--- src/rtl/dsp_simd_alu.sv ---
// Pipelined SIMD ALU: per-lane add/sub/logic/mul plus per-lane wrapping accumulators.
// Results appear `latency` cycles after the beat is accepted. A refused output beat stalls every stage.
module dsp_simd_alu #(
  parameter int width   = 12,
  parameter int lanes   = 4,
  parameter int latency = 2
) (
  input  logic                   clock,
  input  logic                   reset,
  input  logic                   in_valid,
  output logic                   in_ready,
  input  logic [3:0]             op,
  input  logic [lanes*width-1:0] a,
  input  logic [lanes*width-1:0] b,
  output logic                   out_valid,
  input  logic                   out_ready,
  output logic [lanes*width-1:0] y
);

  typedef logic [lanes-1:0][width-1:0] vec_t;

  vec_t                                a_l;
  vec_t                                b_l;
  vec_t                                res_d;
  vec_t                                acc_q;
  vec_t                                acc_d;
  logic [latency-1:0]                  vld_q;
  logic [latency-1:0][lanes*width-1:0] dat_q;

  assign a_l       = a;
  assign b_l       = b;
  assign in_ready  = out_ready || !out_valid;
  assign out_valid = vld_q[latency-1];
  assign y         = dat_q[latency-1];

  function automatic logic [width-1:0] lane_op(input logic [3:0]       f,
                                               input logic [width-1:0] x,
                                               input logic [width-1:0] z);
    case (f)
      4'd0:    lane_op = x + z;
      4'd1:    lane_op = x - z;
      4'd2:    lane_op = x & z;
      4'd3:    lane_op = x | z;
      4'd4:    lane_op = x ^ z;
      4'd5:    lane_op = ~(x | z);
      4'd6:    lane_op = ~(x ^ z);
      4'd7:    lane_op = x * z;
      default: lane_op = '0;
    endcase
  endfunction

  // Lane arithmetic is done at lane width, so carries and borrows never cross lanes.
  always_comb begin
    acc_d = acc_q;
    res_d = '0;
    for (int i = 0; i < lanes; i++) begin
      case (op)
        4'd8: begin
          acc_d[i] = acc_q[i] + a_l[i];
          res_d[i] = acc_q[i] + a_l[i];
        end
        4'd9: begin
          acc_d[i] = '0;
          res_d[i] = '0;
        end
        default: res_d[i] = lane_op(op, a_l[i], b_l[i]);
      endcase
    end
  end

  // Data registers load only behind a valid beat so y holds its last result across bubbles.
  always_ff @(posedge clock or negedge reset) begin
    if (!reset) begin
      vld_q <= '0;
      dat_q <= '0;
      acc_q <= '0;
    end else if (in_ready) begin
      vld_q[0] <= in_valid;
      if (in_valid) begin
        dat_q[0] <= res_d;
        acc_q    <= acc_d;
      end
      for (int s = 1; s < latency; s++) begin
        vld_q[s] <= vld_q[s-1];
        if (vld_q[s-1]) dat_q[s] <= dat_q[s-1];
      end
    end
  end

endmodule

--- config.mk ---
export PLATFORM = sky130hd
export DESIGN_NAME = dsp_simd_alu
export DESIGN_NICKNAME = d
export VERILOG_FILES = /design/src/rtl/dsp_simd_alu.sv
export SDC_FILE = /design/constraint.sdc
export NUM_CORES = 1
export LEC_CHECK = 0
export BUFFER_PORTS_ARGS = -buffer_cell sky130_fd_sc_hd__buf_2
export CAP_MARGIN = 40
export CORE_MARGIN = 5
export CORE_UTILIZATION = 45
export CTS_BUF_LIST = sky130_fd_sc_hd__clkbuf_2
export DETAILED_ROUTE_END_ITERATION = 6
export SLEW_MARGIN = 25
export SYNTH_ARGS = -nofsm -noshare
export SYNTH_HDL_FRONTEND = slang
export SYNTH_SLANG_ARGS = --single-unit
--- constraint.sdc ---
create_clock -name clock -period 2.9 [get_ports clock]
set_clock_uncertainty 0.2 [all_clocks]
set_input_delay 0.435 -clock clock [delete_from_list [all_inputs] [get_ports clock]]
set_output_delay 0.435 -clock clock [all_outputs]
set_load 0.01 [all_outputs]
==> reports/qor.txt <==
Die Ht -> 231 µm
Layout cells sized above 1 -> 34.7%
Avg WL per Cell -> 19.2 µm
R2R depth -> 11
Crit Path Category -> in -> reg
Yosys cell types -> 62
ANT nets after route -> 0
# DRC -> 0
Post-place setup slack -> -2.24 ns
CTS H-Tree Depth -> 4
Worst Hold Path EP -> dat_q[33]
Worst r2r dst -> dat_q[20]
Clk sinks -> 146
Clock transition at path regs -> 0.26 ns
Status -> complete, but fails checks
Mapped Cells -> 2612
Die area -> 53600 µm²
Register bit total from synthesis -> 146
Global-route wire length before repair -> 118 mm
Initial DRT Pass Iterations -> 5
Crit. End Element -> register
Routed vias/inst -> 5.34
Root Buffer -> clkbuf_2
Period utilisation layout -> 145%
Global-route usage over all layers -> 27.6%
Yosys warning count -> 0
EDFF count, synth -> 0
Failing checks -> negative setup slack
Max-cap viol count -> 0
Fillers -> 4235
Asr flop ratio synth -> 100%
CP startpoint kind -> input pin
Avg Inst Size Synth -> 8.45 µm²
Syn nets -> 3184
CP required -> 3.49 ns
Vias post-DR -> 20700
Die X -> 231 µm
Top-level I/O count -> 154
Power Total -> 18.1 mW
Finish-stage setup viols -> 32
Worst slew pin tran -> 0.840 ns
Cell Rows -> 81
Synth-to-Final Area Change -> 36.1%
Synth Flop Type -> dfrtp_1
Peak VDD IR -> 0.502 mV
Max Buffers Root-to-Sink -> 2
IO Port Bufs -> 153
Antenna violations before repair -> 2
Nets@finish -> 3779
RR Startpoint -> acc_q[12]
Core Footprint -> 48700 µm²
Num CTS Buffers -> 17
Worst Hold Depth -> 7
Largest net degree at the start of global routing -> 55
RSZ-0062 raised after global routing -> yes
Setup WS post-layout -> -1.31 ns
Initial detailed-routing violation count -> 1221
GR Overflow Total -> 0
Hold wc startpoint -> b[33]
F_max -> 237 MHz
HPWL Detailed -> 59.2 mm
Mapped Area -> 22100 µm²
Clock Latency Late Sink -> 0.85 ns
Initial Util -> 45.3%
Final wirelength -> 74.7 mm
Gpl congestion -> 0.922
Final min period -> 4.21 ns
Max-Slew Margin vs Limit -> 43.9%
R2r setup slk -> -0.03 ns
Final core utilization -> 61.6%
CP arrival -> 4.80 ns
Max-slew violations -> 0
Leakage dissipation -> 14.9 nW
Pwr Density -> 601 nW/µm²
Number of global-route vias before repair -> 22000
Register area share after synthesis -> 16.6%
Worst-path fanout max -> 3
Final Hold Vio Count -> 0
CTS tree -> done
Hold Path Class -> in -> reg
cells in the mapped netlist (48+ instances only):
cell / instances / share of area, %
inv_1: 354 / 6.0
nand2_1: 343 / 5.8
ha_1: 304 / 17
nor2_1: 223 / 3.8
xnor2_1: 171 / 6.8
fa_1: 164 / 15
dfrtp_1: 146 / 17
a21oi_1: 127 / 2.9
xor2_1: 81 / 3.2
clkbuf_1: 70 / 1.2
o21ai_0: 67 / 1.5
a221oi_1: 48 / 1.9
buf_4: 48 / 1.6
mux2_2: 48 / 2.4
what timing repair did:
| action | 4_1_cts | 5_1_grt |
|---|---|---|
| hold buffers | 27 | 0 |
| gates resized for setup | 251 | 135 |
| pin swaps | 123 | 129 |
| setup buffers | 27 | 18 |
| hold endpoints to repair | 186 | 0 |
| endpoints found under the setup margin | 39 | 41 |
per-stage QoR:
| step | area [µm²] | hold WS (ns) | cells | TNS [ns] |
|---|---|---|---|---|
| after detailed placement | 27600 | 0.270 | 3785 | -62.44 |
| after CTS | 29300 | 0.000456 | 3870 | -17.85 |
| after global placement | 27600 | 0.265 | 3785 | -60.35 |
| final | 30000 | 0.0649 | 3885 | -19.54 |
| after floorplan | 23000 | -0.0606 | 2612 | -33.03 |
| after global routing | 30000 | 0.0204 | 3885 | -21.18 |
where the power goes:
group | internal [mW] | switching [mW]
Sequential | 2.68 | 0.433
Clock | 0.337 | 0.914
Combinational | 6.92 | 6.78
worst max-delay path, cell delays in order:
cell     delay (ns)
buf_2          0.13
ha_4           0.14
inv_2          0.03
fa_1           0.48
fa_1           0.55
inv_2          0.04
fa_1           0.47
fa_1           0.51
inv_2          0.04
fa_2           0.52
inv_2          0.04
ha_4           0.25
nor2_1         0.05
nor2_2         0.14
o41ai_4        0.10
xnor3_1        0.35
a21oi_2        0.14
o21ai_1        0.07
a221o_1        0.29
worst max-delay path by stage:
stage	start	to	slack [ns]	cells past startpoint
after floorplan	a[5]	dat_q[11]	-1.85	17
after global placement	a[29]	dat_q[35]	-2.20	17
after detailed placement	b[27]	dat_q[35]	-2.24	18
after CTS	a[29]	dat_q[35]	-1.20	18
after global routing	a[29]	dat_q[35]	-1.36	19
final	b[29]	dat_q[35]	-1.31	19
cells in the final DEF (no fill, tap or decap), types with 46 or more instances in the layout:
| cell | synthesis | routed |
|---|---|---|
| a21oi_1 | 127 | 103 |
| buf_2 | 24 | 110 |
| buf_4 | 48 | 488 |
| buf_6 | 1 | 58 |
| dfrtp_1 | 146 | 146 |
| fa_1 | 164 | 140 |
| ha_1 | 304 | 242 |
| ha_4 | 0 | 46 |
| inv_1 | 354 | 285 |
| inv_2 | 0 | 56 |
| mux2_2 | 48 | 48 |
| nand2_1 | 343 | 317 |
| nor2_1 | 223 | 190 |
| o21ai_0 | 67 | 51 |
| xnor2_1 | 171 | 158 |
| xor2_1 | 81 | 73 |
registers in the layout, indices dropped and copies added, names as in the netlist:
register and flops:
acc_q 48, dat_q 48, vld_q 2, y 48
area by class of cell:
| type | instances | area (µm²) | area share (%) |
|---|---|---|---|
| Multi-Input combinational cell | 1955 | 18000 | 59.9 |
| Timing Repair Buffer | 728 | 5930 | 19.8 |
| Sequential cell | 146 | 3650 | 12.2 |
| Inverter | 359 | 1410 | 4.69 |
| Tap cell | 664 | 831 | 2.77 |
| Clock inverter | 13 | 129 | 0.429 |
| Clock buffer | 19 | 95.1 | 0.317 |
| Antenna cell | 1 | 2.50 | 0.00833 |
routing by layer:
metal / share of wire (%) / wire [µm] / vias up / global-route usage (%)
li1: - / - / 9826 / -
met1: 42 / 31100 / 10100 / 35.5
met2: 49 / 36800 / 631 / 48.2
met3: 5.3 / 3970 / 143 / 3.59
met4: 3.7 / 2750 / 0 / 9.16
met5: 0 / 0 / - / 0
logic make-up after synthesis:
kind of cell	share of synthesized area, %
muxes	3.49
AOI/OAI and AO/OA	14.9
buffers and inverters	9.68
adders and majority gates	32.1
and+or+nand+nor	12.6
DFF	16.6
xor gates and xnor gates	10.6
Power figures use the tool's default switching activity.
